## src/rtl/timer_ctrl_pkg.sv

```systemverilog
// Shared definitions for the interval-timer controller: state encoding and default width.
package timer_ctrl_pkg;

    localparam int TC_BW = 8;

    typedef enum logic [1:0] {
        ST_IDLE = 2'd0,
        ST_RUN  = 2'd1,
        ST_DONE = 2'd2
    } state_e;

endpackage

```

## src/rtl/timer_ctrl_if.sv

```systemverilog
// Control/status bundle of the interval timer; master drives requests, slave is the controller.
interface timer_ctrl_if
    import timer_ctrl_pkg::*;
#(
    parameter int BW = TC_BW
);
    logic          start_i;
    logic          stop_i;
    logic          periodic_i;
    logic [BW-1:0] limit_i;
    logic          busy_o;
    logic          done_o;
    logic          tick_o;
    logic [BW-1:0] count_o;

    modport master (
        output start_i, stop_i, periodic_i, limit_i,
        input  busy_o, done_o, tick_o, count_o
    );

    modport slave (
        input  start_i, stop_i, periodic_i, limit_i,
        output busy_o, done_o, tick_o, count_o
    );
endinterface

```

## src/rtl/timer_ctrl_counter.sv

```systemverilog
// Free-running up-counter with async active-low reset and sync active-low clear.
// Latency: count updates one cycle after clear/increment; no backpressure.
module counter #(
    parameter int BW = 8
) (
    input  logic          clk_i,
    input  logic          nrst_i,
    input  logic          nrstSync_i,
    output logic [BW-1:0] count_o
);
    logic [BW-1:0] count_q;
    logic [BW-1:0] count_d;

    always_comb begin
        count_d = count_q + 1'b1;
        if (!nrstSync_i) begin
            count_d = '0;
        end
    end

    always_ff @(posedge clk_i or negedge nrst_i) begin
        if (!nrst_i) begin
            count_q <= '0;
        end else begin
            count_q <= count_d;
        end
    end

    assign count_o = count_q;
endmodule

```

## src/rtl/timer_ctrl.sv

```systemverilog
// One-shot / periodic interval timer sequencing a counter via its synchronous clear.
// Tick is a same-cycle decode of state and count; no backpressure, stop has priority.
module timer_ctrl
    import timer_ctrl_pkg::*;
#(
    parameter int BW = TC_BW
) (
    input  logic        clk_i,
    input  logic        rst_i,
    timer_ctrl_if.slave bus
);
    state_e        state_q;
    logic [BW-1:0] limit_q;
    logic          periodic_q;
    logic [BW-1:0] count;
    logic          expiry;
    logic          clear;

    assign expiry = (count == limit_q);
    // Counter sits at zero outside RUN, so the first RUN cycle always shows 0.
    assign clear  = (state_q != ST_RUN) | expiry | bus.stop_i;

    counter #(
        .BW(BW)
    ) u_counter (
        .clk_i      (clk_i),
        .nrst_i     (~rst_i),
        .nrstSync_i (~clear),
        .count_o    (count)
    );

    always_ff @(posedge clk_i or posedge rst_i) begin
        if (rst_i) begin
            state_q    <= ST_IDLE;
            limit_q    <= '0;
            periodic_q <= 1'b0;
        end else begin
            case (state_q)
                ST_IDLE, ST_DONE: begin
                    if (bus.stop_i) begin
                        state_q <= ST_IDLE;
                    end else if (bus.start_i) begin
                        limit_q    <= bus.limit_i;
                        periodic_q <= bus.periodic_i;
                        state_q    <= ST_RUN;
                    end
                end
                ST_RUN: begin
                    if (bus.stop_i) begin
                        state_q <= ST_IDLE;
                    end else if (expiry && !periodic_q) begin
                        state_q <= ST_DONE;
                    end
                end
                default: state_q <= ST_IDLE;
            endcase
        end
    end

    assign bus.busy_o  = (state_q == ST_RUN);
    assign bus.done_o  = (state_q == ST_DONE);
    assign bus.tick_o  = (state_q == ST_RUN) & expiry & ~bus.stop_i;
    assign bus.count_o = count;
endmodule

```

## src/flat_wrapper.sv

```systemverilog
// flat-port wrapper written by rule: the top's interface ports become plain ports
module timer_ctrl_flat import timer_ctrl_pkg::*;
#(
    parameter int BW = TC_BW
)
  (clk_i, rst_i, bus_start_i, bus_stop_i, bus_periodic_i, bus_limit_i, bus_busy_o, bus_done_o, bus_tick_o, bus_count_o);
  timer_ctrl_if #(.BW(BW)) bus_i ();
  input  logic clk_i;
  input  logic rst_i;
  input wire logic [$bits(bus_i.start_i)-1:0] bus_start_i;
  input wire logic [$bits(bus_i.stop_i)-1:0] bus_stop_i;
  input wire logic [$bits(bus_i.periodic_i)-1:0] bus_periodic_i;
  input wire logic [$bits(bus_i.limit_i)-1:0] bus_limit_i;
  output wire logic [$bits(bus_i.busy_o)-1:0] bus_busy_o;
  output wire logic [$bits(bus_i.done_o)-1:0] bus_done_o;
  output wire logic [$bits(bus_i.tick_o)-1:0] bus_tick_o;
  output wire logic [$bits(bus_i.count_o)-1:0] bus_count_o;
  assign bus_i.start_i = bus_start_i;
  assign bus_i.stop_i = bus_stop_i;
  assign bus_i.periodic_i = bus_periodic_i;
  assign bus_i.limit_i = bus_limit_i;
  assign bus_busy_o = bus_i.busy_o;
  assign bus_done_o = bus_i.done_o;
  assign bus_tick_o = bus_i.tick_o;
  assign bus_count_o = bus_i.count_o;
  timer_ctrl #(.BW(BW)) u_core (.clk_i(clk_i), .rst_i(rst_i), .bus(bus_i));
endmodule
```

## config.mk

```make
export PLATFORM = sky130hd
export DESIGN_NAME = timer_ctrl_flat
export DESIGN_NICKNAME = d
export VERILOG_FILES = /design/src/rtl/timer_ctrl_pkg.sv /design/src/rtl/timer_ctrl_if.sv /design/src/rtl/timer_ctrl_counter.sv /design/src/rtl/timer_ctrl.sv /design/src/flat_wrapper.sv
export SDC_FILE = /design/constraint.sdc
export NUM_CORES = 1
export LEC_CHECK = 0
export CAP_MARGIN = 25
export CORE_MARGIN = 3
export CORE_UTILIZATION = 40
export CTS_CLUSTER_SIZE = 25
export DETAILED_ROUTE_END_ITERATION = 12
export MAX_ROUTING_LAYER = met4
export PLACE_DENSITY = 0.69
export REMOVE_ABC_BUFFERS = 1
export SLEW_MARGIN = 20
export SYNTH_ARGS = -nofsm -noshare
export SYNTH_HDL_FRONTEND = slang
export SYNTH_SLANG_ARGS = --single-unit
export TNS_END_PERCENT = 5
```

## constraint.sdc

```tcl
create_clock -name clk_i -period 1.8 [get_ports clk_i]
set_input_delay 0.18 -clock clk_i [delete_from_list [all_inputs] [get_ports clk_i]]
set_output_delay 0.18 -clock clk_i [all_outputs]
set_load 0.01 [all_outputs]
```

==> results by stage, run 1 <==
Timing:
- Based on the critical path, the design can be clocked at up to 598 MHz.
- The final setup violation count is 0.
- The relative slew slack is 84.6%.
- Setup slack on the critical path of the routed design comes to 0.127 ns.
- The post-route worst hold slack is about 0.20 ns.
- The actual transition at the worst max-transition pin is between 0.2 and 0.25 ns.
- After layout, the minimum clock period comes to 1.67 ns.
- Setup repair after global routing left no endpoint under its margin.
- In the finished design, the share of the clock period the worst path needs comes to 92.9%.
- The max-slew violation total from the final report is 0.
- The number of endpoints with negative hold slack in the final report is 0.
- Between clock sinks in the finished design, the worst skew comes to 0.00604 ns.

Final layout:
- The number of antenna diodes in the final layout is 0.
- The number of nets in the final layout is 133.
- After the flow finishes, the layout carries non-filler instances totaling 145.
- After filler insertion, the fill cell instance count of the layout stands at 155.
- Relative to the synthesized area, the layout overhead comes to 46.1%.
- Cells with a size suffix above 1 make up 27.1% of the layout.

Floorplan:
- The area of the die is 2820 µm².
- The x dimension of the die is ~53 µm.
- The floorplan core area is a little over 2000 µm².
- The height of the die is 53.1 µm.
- The count of boundary I/O pins is 24.
- For this configuration, the core starts out at a cell density of 43.9%.
- The number of placement rows is 16.

Placement:
- At the end of routability-driven placement, the weighted congestion stood at between 0.8 and 0.9.
- Once placement completed, the tool counted placed cells totaling 139.
- Once detailed placement completed, the half-perimeter wirelength came to 1390 µm.
- The worst setup timing slack at the placement stage is -0.00879 ns.
- Input and output buffers added on the ports amount to 23.

Global routing:
- The wire length of the first global-routing pass is 2930 µm.
- The global router's overall resource usage is 15.1%.
- For this run the aggregate overflow at the end of global routing stands at 0.
- The number of antenna violations at the first check in global routing is 0.
- The via count of the first global-routing pass is 647.
- The largest net degree at the start of global routing is 20.

Clock tree:
- The number of buffers added to fix hold violations after cts is 0.
- The CTS tree is done.
- The total clock buffers created by CTS is 3.
- The clock latency of the later-clocked register in the worst-skew pair is 0.29 ns.
- CTS built an H-tree with a depth of 1.
- The clock passes through at most 2 buffers.
- The master cell of the clock root buffer is sky130_fd_sc_hd__clkbuf_4.
- The number of clock sinks seen by CTS is 19.
- The clock-pin transition on the worst setup and hold timing paths is 0.11 ns.

Critical path:
- The worst setup path is captured at a primary output.
- The type of origin of the critical path is a flip-flop.
- Walking the worst path, the cells encountered are xnor2_2 -> nand4_1 -> or2_1 -> nor2_1 -> buf_2.
- The family with the most delay on the worst path is simple AND/OR/NAND/NOR gates.
- The critical path required time is ~1.6 ns.
- For this design, the slowest cell found on the critical path is sky130_fd_sc_hd__dfrtp_1.
- Along the worst path, the maximum fanout reaches 2.
- The type of the worst setup path is flip-flop to primary output.
- The buffer and inverter count on the worst path is 1.
- The largest single stage delay on the critical path is 0.44 ns.
- Data arrives at the worst endpoint at 1.49 ns.

Detailed routing:
- In this run, the number of DRC markers left after iteration 0 of detailed routing was 9.
- The aggregate routed wire length is 1710 µm.
- After detailed routing, the number of remaining DRC violations is 0.
- For this block, the via count after detailed routing is 679.
- Dividing the detail-routed wire length by the instance count gives 11.8 µm.
- Using the TritonRoute via totals, the vias-per-cell ratio works out to 4.68.
- The iteration count of the initial detailed-routing pass is 4.
- In this run the remaining antenna-violating nets after routing total 0.

Synth:
- Counting flops with an async set or reset pin after synthesis yields a share of between 90% and 100%.
- During synthesis, Yosys emitted a total of 0 warnings.
- Counting instances in the post-synthesis netlist gives the leading cell types as 19 x sky130_fd_sc_hd__dfrtp_1, 10 x sky130_fd_sc_hd__nor2_1, 9 x sky130_fd_sc_hd__mux2_2, 9 x sky130_fd_sc_hd__xnor2_1.
- Synthesis produced a netlist whose cell count is 76.
- Of the synthesized area, sequential elements account for 53.5%.
- Yosys instantiated no cell more often than sky130_fd_sc_hd__dfrtp_1.
- In the post-synthesis netlist, the biggest area contributors are sky130_fd_sc_hd__dfrtp_1 54%, sky130_fd_sc_hd__mux2_2 11%, sky130_fd_sc_hd__xnor2_1 8.9%.
- The number of enable-type register cells in the synthesized netlist is 0.
- The proportion of netlist area held by the largest area contributor is 53.5%.
- In this run, synthesis produced a sequential element count of 19.
- The most frequently used flop master after synthesis is sky130_fd_sc_hd__dfrtp_1.
- The biggest area consumer among synthesized cells is sky130_fd_sc_hd__dfrtp_1.
- The number of library cell types mapped by synthesis is 20.
- The mapped netlist covers approximately 900 µm².
- The synthesized area divided by synthesized cell count is 11.7 µm².

Pwr:
- For this design the static power due to leakage is approximately 0.00057 µW.
- In this run the power density over the cells is 708 nW/µm².
- The overall power of the completed layout is around 920 µW.
- The worst-case vdd ir drop is around 0.47 mV.

Outcome:
- The flow ran to the end, and the final reports show no timing, DRC or antenna violations.

Worst hold path:
- The path category of the worst min-delay check is input pin to async pin.

Run:
- The number of violations of the max-capacitance limit is 0.
==> per-layer routing <==
metal / vias to the layer above / part of all wire [%] / global-route usage (%) / wire [µm]
li1: 342 / - / - / -
met5: - / 0 / - / 0
met2: 15 / 49 / 23.1 / 838
met1: 320 / 46 / 19.7 / 784
met4: 0 / 1.1 / 7.66 / 19
met3: 2 / 3.9 / 1.69 / 66
==> through the flow <==
stage          setup TNS (ns)  area [µm²]  utilization [%]
6_report                    0        1300             64.2
5_1_grt                     0        1300             64.2
4_1_cts                     0        1290             63.8
3_5_place_dp         -0.00879        1250             61.9
3_3_place_gp                0        1250             61.9
2_1_floorplan               0         883                -
==> worst paths after layout <==
check / startpoint / endpoint / slack (ns) / cells past startpoint
max: u_core.u_counter.count_o[2]$_DFF_PP0_ / bus_tick_o / 0.13 / 5
min: rst_i / u_core.limit_q[5]$_DFFE_PP0P_ / 0.20 / 3
max reg2reg: u_core.u_counter.count_o[2]$_DFF_PP0_ / u_core.state_q[1]$_DFFE_PP0P_ / 0.30 / 6
min reg2reg: u_core.periodic_q$_DFFE_PP0P_ / u_core.state_q[1]$_DFFE_PP0P_ / 0.52 / 1
max in group asynchronous: rst_i / u_core.u_counter.count_o[4]$_DFF_PP0_ / 1.40 / 3
min in group clk_i: bus_limit_i[1] / u_core.limit_q[1]$_DFFE_PP0P_ / 0.49 / 2
==> cell type report <==
class	instances	area (µm²)	area share, %
Clock buffer	3	22.5	1.74
Sequential cell	19	475	36.6
Timing Repair Buffer	39	345	26.6
Inverter	2	7.51	0.579
Clock inverter	1	5.00	0.386
Tap cell	27	33.8	2.60
Multi-Input combinational cell	54	408	31.4
==> where the power goes <==
group	internal, µW	leakage, µW	total (µW)	switching, µW
clock network	82.6	0.0000177	207	125
logic	127	0.000310	195	67.2
registers	478	0.000244	517	38.6
total	688	0.000571	918	230
==> cell usage in the layout (no fill, tap or decap) <==
cell and n:
sky130_fd_sc_hd__o21bai_1 1, sky130_fd_sc_hd__and3_1 3, sky130_fd_sc_hd__or2_1 1, sky130_fd_sc_hd__mux2_2 9, sky130_fd_sc_hd__nor3b_1 1, sky130_fd_sc_hd__nand2b_1 2
sky130_fd_sc_hd__buf_4 16, sky130_fd_sc_hd__xnor2_1 8, sky130_fd_sc_hd__nor2_1 10, sky130_fd_sc_hd__xnor2_2 1, sky130_fd_sc_hd__clkbuf_4 3, sky130_fd_sc_hd__inv_1 2
sky130_fd_sc_hd__nand3_1 5, sky130_fd_sc_hd__nor2b_1 1, sky130_fd_sc_hd__nor3_1 1, sky130_fd_sc_hd__o41ai_2 1, sky130_fd_sc_hd__ha_1 1, sky130_fd_sc_hd__clkdlybuf4s50_1 22
sky130_fd_sc_hd__xor2_1 5, sky130_fd_sc_hd__o21ai_1 1, sky130_fd_sc_hd__clkinv_2 1, sky130_fd_sc_hd__nand2_1 1, sky130_fd_sc_hd__buf_2 1, sky130_fd_sc_hd__nand4_1 2
sky130_fd_sc_hd__dfrtp_1 19
==> sequential cells by signal, indices dropped and copies added (netlist names) <==
signal,cells
u_core.limit_q,8
u_core.u_counter.count_o,8
u_core.state_q,2
u_core.periodic_q,1
==> kinds of logic (layout without fill, tap and decap cells) <==
logic type	Yosys count	count (layout)	synth area share [%]
simple gates	27	27	15.2
flops	19	19	53.5
xor+xnor	14	14	13.8
mux	9	9	11.4
compound gates	3	3	3.24
buf+inv	3	45	1.41
fa+ha+maj	1	1	1.41
==> worst min-delay path: stages <==
cell	delay, ns
sky130_fd_sc_hd__clkdlybuf4s50_1	0.40
sky130_fd_sc_hd__inv_1	0.05
sky130_fd_sc_hd__buf_4	0.25
==> what timing repair did <==
item                                    CTS  global route
hold endpoints to repair                  0             0
buffers inserted                          2             0
pin swaps                                 6             0
gates resized for setup                   4             1
endpoints found under the setup margin    1             1
Note: power is estimated with default switching activity, not from simulation.
==> inputs of run 2 (changes only) <==
- PLACE_DENSITY: 0.69 -> 0.66
- TNS_END_PERCENT: 5 -> 10
==> run 2 against run 1 <==
- routed wire length grew 10%
- flip-flop and latch count unchanged
- final cell count grew 0.69%
- final area increased by 0.77%
- critical path depth unchanged
==> results by stage, run 2 (synthesis gave the netlist of run 1 again) <==
Outcome:
- The run finished with clean final reports.

Detailed routing:
- The aggregate routed wire length is 1880 µm (+10%).
- The average via count per standard cell came to 4.62 (-1.4%).
- The iteration count of the initial detailed-routing pass is 2 (-2).
- The remaining antenna violation count is 0 (unchanged).
- The violation count after the first detailed-route iteration is 4 (-5).
- The DRC violation count after routing is 0 (unchanged).
- The total via count in the routed design is 674 (-0.74%).
- The detailed-route wire length per cell was 12.9 µm (+9.4%).

Pwr:
- The cell leakage power is 0.000569 µW (-0.35%).
- The power per unit of standard cell area is 727 nW/µm² (+2.7%).
- The worst-case vdd ir drop is 0.520 mV (+12%).

Critical path:
- The maximum fanout encountered on the critical timing path is 2 (unchanged).
- The signal on the critical path passes through xnor2_1 -> nand4_1 -> or2_1 -> nor2_1 -> buf_2.
- The buffer and inverter count on the worst path was 1 (unchanged).
- STA classifies the critical path startpoint as a flip-flop.
- The worst setup path is captured at a primary output.
- The critical path is of the flip-flop to primary output type.
- The cell with the largest stage delay on the worst path is sky130_fd_sc_hd__dfrtp_1.
- On the critical path the largest part of the delay comes from simple AND/OR/NAND/NOR gates.
- The data arrival time of the critical path is 1.54 ns (+0.05 ns).
- The critical path required time came to 1.62 ns (about the same).
- The largest incremental delay on the critical path was 0.42 ns (-0.02 ns).

Floorplan:
- The starting utilization of the core area came to 43.9% (unchanged).
- The x dimension of the die came to 53.1 µm (unchanged).
- The area of the die was 2820 µm² (unchanged).
- The number of placement rows is 16 (unchanged).
- The floorplan core area is 2020 µm² (unchanged).
- The height of the die is 53.1 µm (unchanged).
- The count of boundary I/O pins is 24 (unchanged).

Timing:
- Setup repair after global routing could not meet its margin everywhere.
- The worst clock skew is 0.0182 ns (+0.0121 ns).
- The final worst slack is 0.0812 ns (-0.0462 ns).
- The relative slew slack is 83.4% (-1.3 points).
- The final setup violation count is 0 (unchanged).
- The actual transition at the worst max-transition pin is 0.247 ns (+0.0187 ns).
- The max-slew violation total from the final report was 0 (unchanged).
- The post-route fraction of the period consumed by the critical path came to 95.5% (+2.6 points).
- The number of endpoints with negative hold slack in the final report is 0 (unchanged).
- The final critical delay including setup and external delays came to 1.72 ns (+0.0462 ns).
- The achievable frequency is 582 MHz (-2.7%).

Placement:
- The routability congestion estimate is 0.804 (+0.30%).
- The count of port buffers added during placement is 23 (unchanged).
- The instance count after placement with tap cells included is 139 (unchanged).
- The worst setup timing slack at the placement stage is 0.0108 ns (+0.0196 ns).
- The sum of net half-perimeters after detailed placement is 1460 µm (+5.2%).

Global routing:
- The remaining global-route overflow is 0 (unchanged).
- The wire length of the first global-routing pass came to 3190 µm (+9.0%).
- The via count of the first global-routing pass is 728 (+13%).
- The largest net degree at the start of global routing is 20 (unchanged).
- The number of antenna violations at the first check in global routing is 0 (unchanged).
- The global router's overall resource usage is 16.3% (+1.3 points).

Clock tree:
- The CTS tree is done.
- The total clock buffers created by CTS is 3 (unchanged).
- The number of clock sinks seen by CTS was 19 (unchanged).
- The cell sitting at the root of the clock tree is a sky130_fd_sc_hd__clkbuf_4.
- The buffer depth of the longest clock path is 2 (unchanged).
- The clock-pin transition on the worst setup and hold timing paths was 0.13 ns (+0.02 ns).
- The clock latency of the later-clocked register in the worst-skew pair is 0.31 ns (+0.02 ns).
- The number of levels in the clock H-tree was 1 (unchanged).

Final layout:
- The final standard cell count with taps included and fillers excluded came to 146 (+0.69%).
- The layout-stage area growth over the synthesis result is 47.2%.
- The number of nets in the final layout came to 134 (+0.75%).
- The count of inserted antenna diode cells came to 0 (unchanged).
- The share of cells above drive strength 1 is 27.7% (+0.61 points).
- The most frequent standard cell in the layout excluding fill and tap cells is sky130_fd_sc_hd__clkdlybuf4s50_1.
- The top cell types in the final layout, fill and taps aside, are 22 x sky130_fd_sc_hd__clkdlybuf4s50_1, 19 x sky130_fd_sc_hd__dfrtp_1, 16 x sky130_fd_sc_hd__buf_4.

Worst hold path:
- The min-delay analysis places its worst path in the category input pin to async pin.

Run:
- The number of violations of the max-capacitance limit came to 0 (unchanged).
==> run 2: changes by cell type in the layout (fill, tap and decap cells not counted), sizes merged <==
cell      before  now
clkinvlp       0    1
clkinv         1    0
buf           17   18
==> run 2: path summary, 6_finish.rpt <==
kind | startpoint | to | slack (ns) | cells past startpoint
setup / recovery | u_core.limit_q[4]$_DFFE_PP0P_ | bus_tick_o | 0.08 | 5
hold / removal | rst_i | u_core.limit_q[0]$_DFFE_PP0P_ | 0.17 | 3
setup reg to reg | u_core.limit_q[4]$_DFFE_PP0P_ | u_core.u_counter.count_o[2]$_DFF_PP0_ | 0.10 | 9
hold reg to reg | u_core.periodic_q$_DFFE_PP0P_ | u_core.state_q[1]$_DFFE_PP0P_ | 0.52 | 1
max in group asynchronous | rst_i | u_core.state_q[1]$_DFFE_PP0P_ | 1.41 | 3
min in group clk_i | bus_limit_i[4] | u_core.limit_q[4]$_DFFE_PP0P_ | 0.47 | 2
==> run 2: metal layers <==
metal / part of all wire (%) / track usage [%]
met5: 0 / -
met1: 47 / 20.8
met2: 50 / 25.4
met3: 3.0 / 3.38
met4: 0.43 / 6.38
==> run 2: worst reg2reg max path: stages, from the launching register on <==
cell and delay, ns:
sky130_fd_sc_hd__dfrtp_1 0.42, sky130_fd_sc_hd__xnor2_1 0.16, sky130_fd_sc_hd__nand4_1 0.16, sky130_fd_sc_hd__buf_4 0.17, sky130_fd_sc_hd__buf_4 0.12, sky130_fd_sc_hd__buf_4 0.12
sky130_fd_sc_hd__buf_4 0.13, sky130_fd_sc_hd__o21ai_2 0.13, sky130_fd_sc_hd__buf_6 0.14, sky130_fd_sc_hd__nor2_1 0.05
==> run 2: area by class of cell <==
class,count,area [µm²]
well taps,27,33.8
multi-input cells,54,404
inverters,2,7.51
clock inverters,1,7.51
fillers,179,714
clock buffers,3,22.5
repair buffers,40,357
flip-flops and latches,19,475
==> run 2: where the power goes <==
group	internal (µW)	switching [µW]
clock	84.6	143
sequential	478	38.9
combinational	132	74.2
==> run 2: what timing repair did <==
action / CTS / global route
setup endpoints to repair: 1 / 8
pin swaps: 4 / 2
buffers inserted: 3 / 0
hold buffers: 0 / 0
resized for setup: 4 / 2
gates cloned: 0 / 0
==> run 2: metrics by stage <==
step                      instance area, µm²  total power (µW)  TNS [ns]  util [%]  hold slack, ns
after detailed placement                1250               721         0      61.9           0.504
after CTS                               1300               960         0      64.3           0.174
after global routing                    1310              1010   -0.0520      64.7           0.188
final                                   1310               951         0      64.7           0.170
after floorplan                          883               630         0         -           0.131
after global placement                  1250               711         0      61.9           0.504
